<file path="src/rtl/alu_share_arbiter.sv">
// rtl/alu_share_arbiter.sv - round-robin arbiter sharing one combinational ALU
// between two requesters, with a registered response and a saturating overflow count.
module alu_share_arbiter #(
  parameter int DATA_W = 32,
  parameter int CTRL_W = 5
) (
  input  logic              clk_i,
  input  logic              rst_i,
  input  logic              req0_valid_i,
  output logic              req0_ready_o,
  input  logic [DATA_W-1:0] req0_src1_i,
  input  logic [DATA_W-1:0] req0_src2_i,
  input  logic [CTRL_W-1:0] req0_ctrl_i,
  input  logic              req1_valid_i,
  output logic              req1_ready_o,
  input  logic [DATA_W-1:0] req1_src1_i,
  input  logic [DATA_W-1:0] req1_src2_i,
  input  logic [CTRL_W-1:0] req1_ctrl_i,
  output logic              rsp_valid_o,
  input  logic              rsp_ready_i,
  output logic              rsp_id_o,
  output logic [DATA_W-1:0] rsp_result_o,
  output logic              rsp_zero_o,
  output logic              rsp_err_o,
  output logic [DATA_W-1:0] alu_src1_o,
  output logic [DATA_W-1:0] alu_src2_o,
  output logic [CTRL_W-1:0] alu_ctrl_o,
  input  logic [DATA_W-1:0] alu_result_i,
  input  logic              alu_zero_i,
  input  logic              alu_err_i,
  output logic              busy_o,
  output logic [7:0]        err_count_o
);

  typedef enum logic [1:0] {IDLE, EXEC, RESP} state_t;

  state_t              state_q, state_d;
  logic [DATA_W-1:0]   src1_q, src2_q;
  logic [CTRL_W-1:0]   ctrl_q;
  logic                id_q;
  logic                last_grant_q;
  logic [DATA_W-1:0]   rsp_result_q;
  logic                rsp_zero_q, rsp_err_q, rsp_id_q;
  logic [7:0]          err_count_q, err_count_d;
  logic                window, grant1, accept, ctrl_legal, exec;

  assign exec       = (state_q == EXEC);
  assign ctrl_legal = (ctrl_q != '0) && (ctrl_q <= CTRL_W'(17));

  always_comb begin
    window = 1'b0;
    grant1 = 1'b0;
    accept = 1'b0;
    state_d = state_q;
    err_count_d = err_count_q;
    // Reset gates the accept window so nothing is acknowledged in a reset cycle.
    window = !rst_i && ((state_q == IDLE) || ((state_q == RESP) && rsp_ready_i));
    grant1 = req1_valid_i && (!req0_valid_i || !last_grant_q);
    req0_ready_o = window && req0_valid_i && !grant1;
    req1_ready_o = window && grant1;
    accept = req0_ready_o || req1_ready_o;
    case (state_q)
      IDLE:    if (accept) state_d = EXEC;
      EXEC:    state_d = RESP;
      RESP:    if (rsp_ready_i) state_d = accept ? EXEC : IDLE;
      default: state_d = IDLE;
    endcase
    if (exec && ctrl_legal && alu_err_i && (err_count_q != 8'hFF))
      err_count_d = err_count_q + 8'd1;
  end

  always_ff @(posedge clk_i) begin
    if (rst_i) begin
      state_q      <= IDLE;
      src1_q       <= '0;
      src2_q       <= '0;
      ctrl_q       <= '0;
      id_q         <= 1'b0;
      last_grant_q <= 1'b1;
      rsp_result_q <= '0;
      rsp_zero_q   <= 1'b0;
      rsp_err_q    <= 1'b0;
      rsp_id_q     <= 1'b0;
      err_count_q  <= '0;
    end else begin
      state_q     <= state_d;
      err_count_q <= err_count_d;
      if (accept) begin
        src1_q       <= grant1 ? req1_src1_i : req0_src1_i;
        src2_q       <= grant1 ? req1_src2_i : req0_src2_i;
        ctrl_q       <= grant1 ? req1_ctrl_i : req0_ctrl_i;
        id_q         <= grant1;
        last_grant_q <= grant1;
      end
      if (exec) begin
        rsp_result_q <= ctrl_legal ? alu_result_i : '0;
        rsp_zero_q   <= ctrl_legal && alu_zero_i;
        rsp_err_q    <= ctrl_legal && alu_err_i;
        rsp_id_q     <= id_q;
      end
    end
  end

  // ALU inputs come only from registers so no request path reaches the ALU.
  assign alu_src1_o   = exec ? src1_q : '0;
  assign alu_src2_o   = exec ? src2_q : '0;
  assign alu_ctrl_o   = (exec && ctrl_legal) ? ctrl_q : '0;
  assign rsp_valid_o  = (state_q == RESP);
  assign rsp_id_o     = rsp_id_q;
  assign rsp_result_o = rsp_result_q;
  assign rsp_zero_o   = rsp_zero_q;
  assign rsp_err_o    = rsp_err_q;
  assign busy_o       = (state_q != IDLE);
  assign err_count_o  = err_count_q;

endmodule

</file>
<file path="config.mk">
export PLATFORM = sky130hd
export DESIGN_NAME = alu_share_arbiter
export DESIGN_NICKNAME = d
export VERILOG_FILES = /design/src/rtl/alu_share_arbiter.sv
export SDC_FILE = /design/constraint.sdc
export NUM_CORES = 1
export LEC_CHECK = 0
export ABC_AREA = 1
export ABC_CLOCK_PERIOD_IN_PS = 2900
export BUFFER_PORTS_ARGS = -buffer_cell sky130_fd_sc_hd__buf_4
export CAP_MARGIN = 20
export CORE_MARGIN = 5
export CORE_UTILIZATION = 49
export CTS_CLUSTER_SIZE = 24
export DETAILED_ROUTE_END_ITERATION = 16
export GPL_ROUTABILITY_DRIVEN = 0
export PLACE_DENSITY = 0.92
export SYNTH_ARGS = -nofsm -noshare
export SYNTH_HDL_FRONTEND = slang
export SYNTH_SLANG_ARGS = --single-unit
</file>
<file path="constraint.sdc">
create_clock -name clk_i -period 2.9 [get_ports clk_i]
set_input_delay 0.29 -clock clk_i [delete_from_list [all_inputs] [get_ports clk_i]]
set_output_delay 0.29 -clock clk_i [all_outputs]
set_load 0.05 [all_outputs]
</file>
Yosys cells after proc, flatten, opt, wreduce, memory -nomap -nowiden
Index checks and enable logic that the tools add are counted.
{ "word_totals": {"output_inout_bits": 116, "inputBits": 177, "word_cells": 52, "ff_bits": 116} }
{ "classes": {"eq_ne": 5, "n_mux": 11, "order_cmp": 1, "n_addsub": 1, "n_reduce_logical": 23} }
{ "op_table": {"columns": ["cell", "count"], "rows": [
  ["$mux 32", 5],
  ["$logic_and 1x1->1", 12],
  ["$mux 5", 2],
  ["$add 8x1->8 const B", 1],
  ["$ne 8x8->1 const B", 1],
  ["$pmux 2 s3", 1],
  ["$le 5x5->1 const B", 1],
  ["$reduce_bool 5->1", 1],
  ["$logic_not 1->1", 4],
  ["$mux 2", 2],
  ["$logic_or 1x1->1", 3],
  ["$eq 2x1->1 const B", 1],
  ["$eq 2x2->1 const B", 1],
  ["$logic_not 2->1", 1],
  ["$ne 2x1->1 const B", 1],
  ["$ne 2x2->1 const B", 1],
  ["$reduce_and 2->1", 1],
  ["$reduce_bool 2->1", 1],
  ["$mux 1", 1]
]} }

Logic depth before layout (Yosys ltp)
{ "depth": {"word_depth": 10, "mapped_depth": 9} }

Least setup slack after synthesis
OpenSTA, ideal clock, no wires.
{ "synth_path": {"kind": "register to register", "from": "register err_count_q[0], in the netlist err_count_o[0]", "to": "register err_count_q[0], in the netlist err_count_o[0]", "arrival_time_ns": 1.805, "synth_period_minus_slack_ns": 1.918, "path_slack_ns": 0.982, "required_time_ns": 2.787, "setup_time_ns": 0.113, "stages_incl_launch_ff": 9, "path_buffers": 0, "cell_sequence": "dfxtp_1 ha_1 nand2_1 nor2_1 nand4_1 nand3_1 inv_1 nor2_1 nor2_1"} }
{ "synth_via": {"elab_chain_cells": 2, "elab_cells_between_ends": 3, "cone_classes": "1 x add/sub; 1 x eq/ne; 1 x reduce/logical"} }
{ "synth_lines": {"columns": ["element", "line", "source"], "rows": [
  ["start: declaration", "44", "logic [7:0] err_count_q, err_count_d;"],
  ["start signal: assignment", "87", "err_count_q <= err_count_d;"],
  ["branches (longest 2 deep; another with $add 8x1->8)", null, null]
]} }
Parallel ways; which one is timed is not known.
A chain may end at the register's enable or synchronous reset.

Worst setup path in the final report
{ "layout_path": {"from": "register state_q[0]", "to": "output port alu_src2_o[13]"} }
{ "layout_via": {"elab_chain_cells": 2} }
{ "layout_lines": {"columns": ["element", "line", "source"], "rows": [
  ["start: declaration", "37", "state_t state_q, state_d;"],
  ["start signal: assignment", "86", "state_q <= state_d;"],
  ["$eq 2x1->1", "47", "assign exec = (state_q == EXEC);"],
  ["$mux 32", "106", "assign alu_src2_o = exec ? src2_q : '0;"],
  ["end: declaration", "26", "output logic [DATA_W-1:0] alu_src2_o,"]
]} }
Every way passes these cells.

==> impl_results.rst <==
.. list-table::
   :header-rows: 1

   * - Metric
     - Value
   * - Estimated wirelength of the detail-placed design
     - 12.7 mm
   * - Reg power frac
     - 34.9%
   * - Synthesized area per cell
     - 6.36 sq um
   * - Global-route usage over all layers
     - 25.3%
   * - Levels on crit path
     - 6
   * - Part of the cycle the worst path needs
     - 86.3%
   * - Number of inserted filler cells in the final layout
     - 834
   * - Die width
     - 115 um
   * - Critical path launch point type
     - flip-flop
   * - Mean routed wirelength per cell
     - 13.7 um
   * - Share of async-settable or async-resettable flops after synthesis
     - 0%
   * - Cell chain of the critical path
     - inv_1, nor2_1, inv_2, buf_4, nor2_1, buf_4
   * - Highest-count cells in the layout ignoring fill and taps
     - 301 x nand2_1, 299 x buf_4, 116 x dfxtp_1
   * - Slew of the pin with the lowest slew margin
     - 1.05 ns
   * - Sequential area share after synthesis
     - 42.9%
   * - Wire length of the first global-routing pass
     - 26.8 mm
   * - Depth of the worst register-to-register path
     - 7
   * - Overall die height
     - 115 um
   * - Final critical-path required period
     - 2.50 ns
   * - Kind of critical path
     - flip-flop to primary output
   * - # rows
     - 38
   * - Vias
     - 6166
   * - Max_cap viols
     - 0
   * - Area Overhead vs Synth
     - 52.5%
   * - Headroom to the max-slew limit
     - 29.7%
   * - Hold violation count in the final report
     - 0
   * - Post-Route Skew
     - 0.00850 ns
   * - Remaining routing DRC violations
     - 0
   * - Setup Total Neg Slack
     - 0 ns
   * - Critical path arrival
     - 2.21 ns
   * - DR iter-0 viols
     - 496
   * - Cell count after synthesis
     - 852
   * - Ys flop type
     - dfxtp_1
   * - Wirelength, routed
     - 17.4 mm
   * - Number of antenna violations at the first check in global routing
     - 0
   * - Antenna cells
     - 0
   * - Multi-input gate area in the final layout
     - 2530 sq um
   * - GRT overflow
     - 0
   * - Number of buffers added by the clock tree synthesis step
     - 17
   * - Clock latency reported for the late side of the worst-skew pair
     - 0.49 ns
   * - Layout cell share with drive strength beyond 1
     - 30.0%
   * - Worst vdd ir
     - 0.396 mV
   * - Netlist area before placement
     - 5420 sq um
   * - Post-place instance area
     - 7610 sq um
   * - CTS Root Buffer Type
     - clkbuf_8
   * - Final standard cell area without fillers
     - 8260 sq um
   * - Number of library cell types mapped by synthesis
     - 20
   * - Max Clk Rate
     - 400 MHz
   * - Number of synthesized register bits
     - 116
   * - Clock tree from TritonCTS
     - built
   * - Post-CTS sizing
     - 0
   * - Buffers and inverters on the worst path
     - 4
   * - Count of boundary I/O pins
     - 293
   * - Switching portion of total power
     - 28.1%
   * - Number of hold-repair buffers added at the cts stage
     - 0
   * - Clock power frac
     - 44.8%
   * - Core Box Area
     - 10800 sq um
   * - Syn. warnings
     - 0
   * - Power density over the cells
     - 610 nW/um^2
   * - Number of nets in the layout
     - 1293
   * - Leakage Power
     - 4.10 nW
   * - Maximum number of pins on one net before global-route repair
     - 93
   * - Category of cells accounting for the largest share of critical-path delay
     - buffers and inverters
   * - Worst-path cell with the longest stage delay
     - buf_4
   * - Post-CTS clock slew at the launch and capture registers of the worst setup and hold paths
     - 0.06 ns
   * - Number of post-CTS setup repair buffers
     - 0
   * - Required time of the critical path
     - 2.61 ns
   * - Share of total power in combinational logic
     - 20.3%
   * - Leading cell type in the layout, fill and taps excluded
     - nand2_1
   * - Clock tree sinks
     - 116
   * - First-pass iteration count of the detailed router
     - 5
   * - Sequential cell area in the final layout
     - 2320 sq um
   * - Worst hold-check path type
     - input pin to flip-flop
   * - Nature of the critical path endpoint
     - primary output
   * - Post-DR vias/cell
     - 4.86
   * - Nets in the synthesized netlist
     - 1030
   * - Number of stages on the worst hold path
     - 3
   * - Status
     - complete, no violations
   * - Vias in the first global route
     - 5527
   * - Maximum number of buffers from clock root to sink
     - 2
   * - Number of failing setup endpoints in the final timing report
     - 0
   * - ANT nets after route
     - 0
   * - Crit-path max FO
     - 49
   * - Initial Util
     - 50.0%
   * - Sw Pwr
     - 1.42 mW
   * - Count of H-tree levels built during CTS
     - 4
   * - Internal power contribution
     - 3.62 mW
   * - Setup repair after global routing missed its margin
     - no
   * - Quantity of I/O buffers inserted on ports
     - 292
   * - Die footprint
     - 13300 sq um
   * - Number of flops mapped to enable cells by yosys
     - 0
   * - Max stage delay on crit path
     - 0.53 ns
   * - Total count of max-transition violations in the final report
     - 0
==> cell usage after synthesis, types with 2 or more instances <==
cell / count / area share [%]
nor2_1: 88 / 6.1
nand3_1: 14 / 1.3
clkbuf_1: 35 / 2.4
inv_1: 84 / 5.8
o21ai_1: 51 / 4.7
a21oi_1: 109 / 10
nand4_1: 2 / 0.23
buf_2: 15 / 1.4
dfxtp_1: 116 / 43
nand2_1: 301 / 21
o21ai_0: 20 / 1.8
buf_4: 6 / 0.83
xor2_1: 2 / 0.32
inv_2: 2 / 0.14
xnor2_1: 2 / 0.32
==> registers in the layout, indices dropped and copies added, names as in the netlist <==
register and count:
rsp_result_o 32, src1_q 32, src2_q 32, err_count_o 8, ctrl_q 5, state_q 2, id_q 1, last_grant_q 1
rsp_err_o 1, rsp_id_o 1, rsp_zero_o 1
==> path summary, 6_finish.rpt <==
kind / startpoint / to / slack [ns]
max: state_q[0] / alu_src2_o[13] / 0.40
min: alu_result_i[14] / rsp_result_o[14] / 0.05
max reg2reg: last_grant_q / ctrl_q[2] / 0.76
min reg2reg: src2_q[16] / src2_q[16] / 0.45
==> worst register-to-register path: cells and delay by family (launching register included) <==
kind,cells,cell delay [ns]
compound gates,3,1.14
buf+inv,2,0.45
flops,1,0.34
simple gates,2,0.14
==> cell families after synthesis <==
group | count (synthesis) | share of synthesized area [%]
AO/OA/AOI/OAI | 182 | 17.0
buffers and inverters | 142 | 10.6
AND/OR/NAND/NOR | 407 | 28.7
XOR/XNOR | 4 | 0.647
adder cells (fa/ha/maj) | 1 | 0.231
flip-flops | 116 | 42.9
==> power groups by stage <==
stage	Sequential (mW)	Clock, mW	Combinational, mW
floorplan	1.88	0	0.544
global placement	1.79	0	1.01
detailed placement	1.79	0	1.02
CTS	1.76	2.29	1.02
global route	1.77	2.37	1.12
finish	1.76	2.26	1.02
==> metrics by stage <==
stage | instances | worst slack (ns) | utilization, % | hold WS (ns) | power (mW)
after floorplan | 852 | 0.982 | - | 0.429 | 2.43
after global placement | 1236 | 0.800 | 70.2 | 0.439 | 2.79
after detailed placement | 1236 | 0.725 | 70.2 | 0.444 | 2.81
after CTS | 1268 | 0.359 | 76.2 | 0.0237 | 5.07
after global routing | 1268 | 0.163 | 76.2 | 0.0327 | 5.26
final | 1268 | 0.398 | 76.2 | 0.0501 | 5.04
==> per-layer routing <==
metal / share of wire [%] / global-route usage (%)
met1: 40 / 30.6
met2: 51 / 44.6
met3: 8.4 / 7.05
met4: 1.1 / 5.87
met5: 0 / 0
==> layout make-up <==
type	count	share of cell area, %
Clock buffer	20	5.39
Clock inverter	12	2.44
Timing Repair Buffer	300	27.4
Sequential cell	116	28.1
Multi-Input combinational cell	594	30.6
Tap cell	140	2.12
Inverter	86	3.91
No activity file was read; power rests on OpenSTA's default activity.
